$ cat config.mk
export PLATFORM = sky130hd
export DESIGN_NAME = to_mont_flat
export DESIGN_NICKNAME = d
export VERILOG_FILES = /design/src/rtl/mod_pkg.sv /design/src/rtl/to_mont_if.sv /design/src/rtl/mod_dbl_step.sv /design/src/rtl/to_mont.sv /design/src/flat_wrapper.sv
export SDC_FILE = /design/constraint.sdc
export NUM_CORES = 2
export LEC_CHECK = 0
export ABC_CLOCK_PERIOD_IN_PS = 58400
export CAP_MARGIN = 20
export CORE_UTILIZATION = 60
export CTS_CLUSTER_SIZE = 28
export DETAILED_ROUTE_END_ITERATION = 16
export PLACE_DENSITY = 0.85
export SYNTH_ARGS = -nofsm -noshare
export SYNTH_HDL_FRONTEND = slang
export SYNTH_SLANG_ARGS = --single-unit
$ cat constraint.sdc
create_clock -name clk -period 58.4 [get_ports clk]
set_input_delay 11.68 -clock clk [delete_from_list [all_inputs] [get_ports clk]]
set_output_delay 11.68 -clock clk [all_outputs]
set_load 0.005 [all_outputs]
$ cat src/rtl/mod_pkg.sv
// rtl/mod_pkg.sv - shared constants and state encoding for the modular arithmetic units
package mod_pkg;

  localparam int WIDTH_DEF = 256;
  localparam int ITER      = 2 * WIDTH_DEF;

  localparam logic [1:0] TM_IDLE = 2'd0;
  localparam logic [1:0] TM_RUN  = 2'd1;
  localparam logic [1:0] TM_DONE = 2'd2;

  typedef enum logic [1:0] {
    S_IDLE = TM_IDLE,
    S_RUN  = TM_RUN,
    S_DONE = TM_DONE
  } tm_state_t;

endpackage

$ cat src/rtl/to_mont_if.sv
// rtl/to_mont_if.sv - start/result pulse handshake bundle for to_mont (err only with TO_MONT_CHECK_EN)
interface to_mont_if #(parameter int WIDTH = mod_pkg::WIDTH_DEF);

  logic             in_valid;
  logic [WIDTH-1:0] opA;
  logic [WIDTH-1:0] opM;
  logic             in_ready;
  logic             out_valid;
  logic [WIDTH-1:0] out_data;
`ifdef TO_MONT_CHECK_EN
  logic             err;

  modport master (output in_valid, opA, opM,
                  input  in_ready, out_valid, out_data, err);
  modport slave  (input  in_valid, opA, opM,
                  output in_ready, out_valid, out_data, err);
`else
  modport master (output in_valid, opA, opM,
                  input  in_ready, out_valid, out_data);
  modport slave  (input  in_valid, opA, opM,
                  output in_ready, out_valid, out_data);
`endif

endinterface

$ cat src/rtl/mod_dbl_step.sv
// rtl/mod_dbl_step.sv - combinational (2r + bit) mod m step, valid when r < m
module mod_dbl_step #(
  parameter int WIDTH = mod_pkg::WIDTH_DEF
) (
  input  logic [WIDTH-1:0] r,
  input  logic             bit_in,
  input  logic [WIDTH-1:0] m,
  output logic [WIDTH-1:0] r_next
);

  // t < 2m, so one conditional subtract restores r < m; the extra bit keeps 2r from overflowing.
  logic [WIDTH:0] t;
  logic [WIDTH:0] mm;
  logic           ge;

  assign t  = {r, bit_in};
  assign mm = {1'b0, m};
  assign ge = (t >= mm);

  // When t < m its top bit is zero, so dropping it is lossless.
  assign r_next = ge ? WIDTH'(t - mm) : t[WIDTH-1:0];

endmodule

$ cat src/rtl/to_mont.sv
// rtl/to_mont.sv - bit-serial conversion into Montgomery form, out = opA*2^WIDTH mod opM; TO_MONT_CHECK_EN adds modulus check and err
module to_mont
  import mod_pkg::*;
#(
  parameter int WIDTH = WIDTH_DEF
) (
  input  logic       clk,
  input  logic       rst,
  to_mont_if.slave   bus
);

  localparam int ITERS = 2 * WIDTH;
  localparam int CW    = $clog2(ITERS) + 1;

  tm_state_t        state, state_nxt;
  logic [CW-1:0]    cnt;
  logic [WIDTH-1:0] sh;
  logic [WIDTH-1:0] m;
  logic [WIDTH-1:0] r;
  logic [WIDTH-1:0] r_step;
  logic             last;
  logic             abort;

  // The low WIDTH bits of {opA, 0} are zeros, so only opA is stored and zeros shift in behind it.
  mod_dbl_step #(.WIDTH(WIDTH)) u_step (
    .r      (r),
    .bit_in (sh[WIDTH-1]),
    .m      (m),
    .r_next (r_step)
  );

  assign last        = (cnt == CW'(ITERS));
  assign bus.in_ready = (state == S_IDLE);

`ifdef TO_MONT_CHECK_EN
  // Montgomery form needs an odd modulus of at least 3; bad jobs leave RUN on its first cycle.
  assign abort = (m < WIDTH'(2)) || !m[0];
`else
  assign abort = 1'b0;
`endif

  // State register.
  always_ff @(posedge clk or posedge rst) begin
    if (rst) state <= S_IDLE;
    else     state <= state_nxt;
  end

  // Next-state logic.
  always_comb begin
    state_nxt = state;
    case (state)
      S_IDLE:  if (bus.in_valid) state_nxt = S_RUN;
      S_RUN:   if (last || abort) state_nxt = S_DONE;
      S_DONE:  state_nxt = S_IDLE;
      default: state_nxt = S_IDLE;
    endcase
  end

  // Operand capture, one Horner iteration per RUN cycle, and the registered result pulse.
  always_ff @(posedge clk or posedge rst) begin
    if (rst) begin
      cnt           <= '0;
      sh            <= '0;
      m             <= '0;
      r             <= '0;
      bus.out_valid <= 1'b0;
      bus.out_data  <= '0;
`ifdef TO_MONT_CHECK_EN
      bus.err       <= 1'b0;
`endif
    end else begin
      case (state)
        S_IDLE: begin
          if (bus.in_valid) begin
            sh  <= bus.opA;
            m   <= bus.opM;
            r   <= '0;
            cnt <= '0;
          end
        end
        S_RUN: begin
          if (abort) begin
            bus.out_valid <= 1'b1;
            bus.out_data  <= '0;
`ifdef TO_MONT_CHECK_EN
            bus.err       <= 1'b1;
`endif
          end else if (last) begin
            bus.out_valid <= 1'b1;
            bus.out_data  <= r;
`ifdef TO_MONT_CHECK_EN
            bus.err       <= 1'b0;
`endif
          end else begin
            r   <= r_step;
            sh  <= sh << 1;
            cnt <= cnt + CW'(1);
          end
        end
        default: begin
          bus.out_valid <= 1'b0;
          bus.out_data  <= '0;
`ifdef TO_MONT_CHECK_EN
          bus.err       <= 1'b0;
`endif
        end
      endcase
    end
  end

endmodule
$ cat src/flat_wrapper.sv
// flat-port wrapper written by rule: the top's interface ports become plain ports
module to_mont_flat import mod_pkg::*;
#(
  parameter int WIDTH = WIDTH_DEF
)
  (clk, rst, bus_in_valid, bus_opA, bus_opM, bus_in_ready, bus_out_valid, bus_out_data);
  to_mont_if #(.WIDTH(WIDTH)) bus_i ();
  input  logic clk;
  input  logic rst;
  input wire logic [$bits(bus_i.in_valid)-1:0] bus_in_valid;
  input wire logic [$bits(bus_i.opA)-1:0] bus_opA;
  input wire logic [$bits(bus_i.opM)-1:0] bus_opM;
  output wire logic [$bits(bus_i.in_ready)-1:0] bus_in_ready;
  output wire logic [$bits(bus_i.out_valid)-1:0] bus_out_valid;
  output wire logic [$bits(bus_i.out_data)-1:0] bus_out_data;
  assign bus_i.in_valid = bus_in_valid;
  assign bus_i.opA = bus_opA;
  assign bus_i.opM = bus_opM;
  assign bus_in_ready = bus_i.in_ready;
  assign bus_out_valid = bus_i.out_valid;
  assign bus_out_data = bus_i.out_data;
  to_mont #(.WIDTH(WIDTH)) u_core (.clk(clk), .rst(rst), .bus(bus_i));
endmodule
---- Word level (Yosys, flattened, before mapping) ----
Index checks and enable logic that the tools add are counted.
cells by class
  add/sub/neg operators ................... 2
  multiply operators ...................... 0
  divide/modulo/power cells ............... 0
  magnitude comparators ................... 1
  eq/ne operators ......................... 5
  shift operators ......................... 0
  mux-type cells .......................... 17
  bitwise gates (word level) .............. 1
  reductions and logical operators ........ 6
operators by type and width
  kind                     count
  $mux W256                6
  $pmux W256 S2            3
  $ge A257 B256 Y1         1
  $sub A256 B256 Y256      1
  $mux W10                 2
  $pmux W10 S2             1
  $add A10 B1 Y10 const B  1
  $eq A10 B10 Y1 const B   1
  $reduce_and A2 Y1        3
  $mux W2                  2
  $ne A2 B2 Y1 const B     2
  $pmux W2 S2              1
  $reduce_and A3 Y1        1
  $eq A2 B1 Y1 const B     1
  $logic_not A2 Y1         1
  $ne A2 B1 Y1 const B     1
  $pmux W1 S2              1
  $reduce_bool A2 Y1       1
  $mux W1                  1
  $not A1 Y1               1
word-level totals
  bits in registers ....................... 1037
  bits in latches ......................... 0
  RAM bits ................................ 0
  memory bits (read-only) ................. 0
  input bits .............................. 515
  memories kept ........................... 0

---- Longest topological paths before layout ----
  word-level depth ........................ 4
  gate-level depth with buffers ........... 21

---- Cells and area by module ----
A second synthesis with hierarchy kept.
second synthesis, totals
  cell total of the unflattened synthesis .. 8159
  area total of the unflattened synthesis .. 64370.5 µm²
by module, submodules not included
  module        times used  cells an instance  area each (µm²)  seq. area each (µm²)
  to_mont       1           4284               41752.5          25949.9
  mod_dbl_step  1           3875               22617.9          0.0

---- Least setup slack after synthesis ----
OpenSTA, ideal clock, no wires.
  path kind ............................... in2reg
  start point ............................. input bus_in_valid
  end point ............................... register u_core.sh[100]
  library setup time ...................... 0.082 ns
  arrival ................................. 12.976 ns
  data required time ...................... 58.318 ns
  setup slack ............................. 45.342 ns
  stages .................................. 8
  path through ............................ and2_1 -> clkbuf_1 -> nor2_1 -> inv_2 -> clkbuf_1 -> clkbuf_1 -> nor2_1 -> a31oi_1
on the way
  cells in the longest elaborated chain, start to end .. 2
RTL lines
  what                         line                text
  start, declared              flat_wrapper.sv:10  input wire logic [$bits(bus_i.in_valid)-1:0] bus_in_valid;
  $ne A2 B2 Y1 (no line)       --
  $reduce_and A3 Y1 (no line)  --
  end signal, assigned         to_mont.sv:75       sh <= bus.opA;
  end signal, assigned         to_mont.sv:96       sh <= sh << 1;
  end, declared                to_mont.sv:17       logic [WIDTH-1:0] sh;
No other way between the ends.
A chain may end at the register's enable or synchronous reset.

==> results.yml <==
sta:
  finalSetupViolCount: 0
  hold_viol: 0
  drv_slew: 0
  whs_ns: 0.512
  clock_skew_ns: 0.0614
  tightest_slew_ns: 1.37
  setup_slack_ns: 42.02
  setup-tns-final_ns: 0
  relSlewSlack_pct: 8.62
  fin_crit_ns: 16.38
  fmaxAchievable_mhz: 61.1
  rsz0062_at_grt: "no"
  period_share_pct: 28.0
drt:
  drt_pass1_iterations: 13
  wl_per_cell_um: 23.9
  viasPerCell: 6.48
  vias: 64000
  wirelength_um: 236000
  drt_iter0_drc: 8151
  ant_nets: 0
  drc: 0
place:
  place_congestion: 1.04
  place_area_mm2: 0.0702
  hpwlAfterDp_um: 170000
  portBuffers: 772
  pre_cts_ws_ns: 41.16
synthesis:
  synthAdderAreaFrac_pct: 5.21
  syn_area_mm2: 0.0623
  yosys_warnings: 0
  synth-simple-area-share_pct: 21.8
  synthMuxAreaShare_pct: 0.339
  syn_inst: 7965
  synth_xor_area_share_pct: 3.44
  yosysTopAreaCellShare_pct: 41.6
  synth_area_leaders: "dfrtp_1 42%, nand2_1 8.8%, o21ai_0 8.1%"
  synth_edf_count: 0
  synth_compound_area_share_pct: 22.3
  synth-main-ff-cell: "dfrtp_1"
  seq_area_frac_synth_pct: 41.6
  synthesis.nets: 8739
  synth_area_leader_cell: "dfrtp_1"
  synth_top_family_by_area: "compound AO/OA/AOI/OAI gates"
  synthTopCellsByCount: "1462 x nand2_1, 1037 x dfrtp_1, 1011 x o21ai_0, 763 x nor2_1, 676 x a21oi_1"
  ys_ff_latch: 1037
  synthDistinctLibCells: 80
  async_flop_share_pct: 100
  yosysMostFrequentCell: "nand2_1"
  synthesis.area_per_instance_um2: 7.82
floorplan:
  die_h_um: 324
  ioPinCount: 773
  dieArea_mm2: 0.105
  die_w_um: 324
  core_area_mm2: 0.102
  rows: 117
  start_util_pct: 60.9
global_routing:
  globalRouteOverflowTotal: 0
  antenna_found_initial: 33
  grt_use_total_pct: 43.7
  grt_max_degree: 232
  grt_pass1_wl_um: 355000
  grt_pass1_vias: 61100
clocking:
  cts_setup_buffers: 0
  cts_hold_buffers: 0
  htreeDepth: 3
  cts_root_buffer: "clkbuf_16"
  cts_inserted_buffers: 106
  cts.path.max_buffers: 3
  clkLatencyLatePin_ns: 0.74
  cts.clk_slew.worst_paths_ns: 0.07
  clkSinkCount: 1037
  cts_tree: "built"
  cts_resized: 0
status:
  status: "finished, final reports clean"
final_layout:
  area_delta_synth_final_pct: 19.2
  final_area_mm2: 0.0743
  drive_above_1_share_pct: 3.55
  nFillCells: 7193
  final_net_count: 9169
critical_path:
  arrival_ns: 17.07
  startpoint_type: "input pin"
  critPathMaxFanout: 119
  cp.required_ns: 59.09
  crit_path_end_kind: "async pin"
  crit_type: "input pin to async pin"
  regToRegSetupSlack_ns: 50.60
job:
  max_cap_viol_count: 0
worst_hold_path:
  min_path_type: "flip-flop to flip-flop"
flip-flops by register name (all words and copies together), names as in the netlist:
signal / flops
u_core.cnt: 10
u_core.bus.out_data: 256
u_core.bus.out_valid: 1
u_core.m: 256
u_core.state: 2
u_core.r: 256
u_core.sh: 256
cell usage in the layout (no fill, tap or decap), types with 239 or more instances in the layout:
cell	instances
nor2_1	760
o21ai_0	1011
inv_1	320
ha_1	258
dfrtp_1	1036
nand2_1	1460
nand3_1	239
clkdlybuf4s50_1	772
a31oi_1	284
nand2b_1	282
a21oi_1	676
routing by layer:
| metal | GRT usage (%) | vias up | part of all wire, % |
|---|---|---|---|
| met4 | 23.0 | 12 | 6.1 |
| met2 | 66.6 | 4052 | 44 |
| met3 | 10.3 | 849 | 11 |
| met5 | 0 | - | 0.033 |
| met1 | 57.8 | 30700 | 39 |
| li1 | - | 28400 | - |
metrics by stage:
step / instances / util (%)
2_1_floorplan: 7965 / -
3_3_place_gp: 9647 / 68.6
3_5_place_dp: 9648 / 68.6
4_1_cts: 9847 / 72.3
5_1_grt: 9874 / 72.6
6_report: 9882 / 72.6
cell families after synthesis:
logic type / after synthesis
AO/OA/AOI/OAI: 2458
XOR/XNOR: 245
adder cells (fa/ha/maj): 259
buffers and inverters: 834
flip-flops: 1037
multiplexers: 21
AND/OR/NAND/NOR: 3111
final cells by class:
cell class | count | area, um2 | area share, %
diodes | 28 | 70.1 | 0.0943
clock buffers | 139 | 2980 | 4.01
clock inverters | 60 | 825 | 1.11
inverters | 322 | 1220 | 1.65
multi-input cells | 6094 | 33200 | 44.7
flip-flops and latches | 1037 | 26000 | 34.9
well taps | 1368 | 1710 | 2.30
repair buffers | 834 | 8350 | 11.2
final timing paths:
check,endpoint,start,cells past startpoint
min reg2reg,u_core.m[0],u_core.m[0],2
max,u_core.m[121],rst,7
min,u_core.m[0],u_core.m[0],2
min in group asynchronous,u_core.m[214],rst,2
max in group clk,u_core.sh[155],bus_in_valid,7
max reg2reg,u_core.r[120],u_core.r[5],18
worst max-delay path: stages:
cell and delay, ns:
clkdlybuf4s50_1 0.51, inv_8 0.56, buf_4 0.74, buf_4 0.87, buf_4 0.73, buf_4 0.88
buf_4 0.86
Power is left out: the tool's default activity adds up to more than one toggle a clock period on the data nets, which glitch-free logic cannot reach.
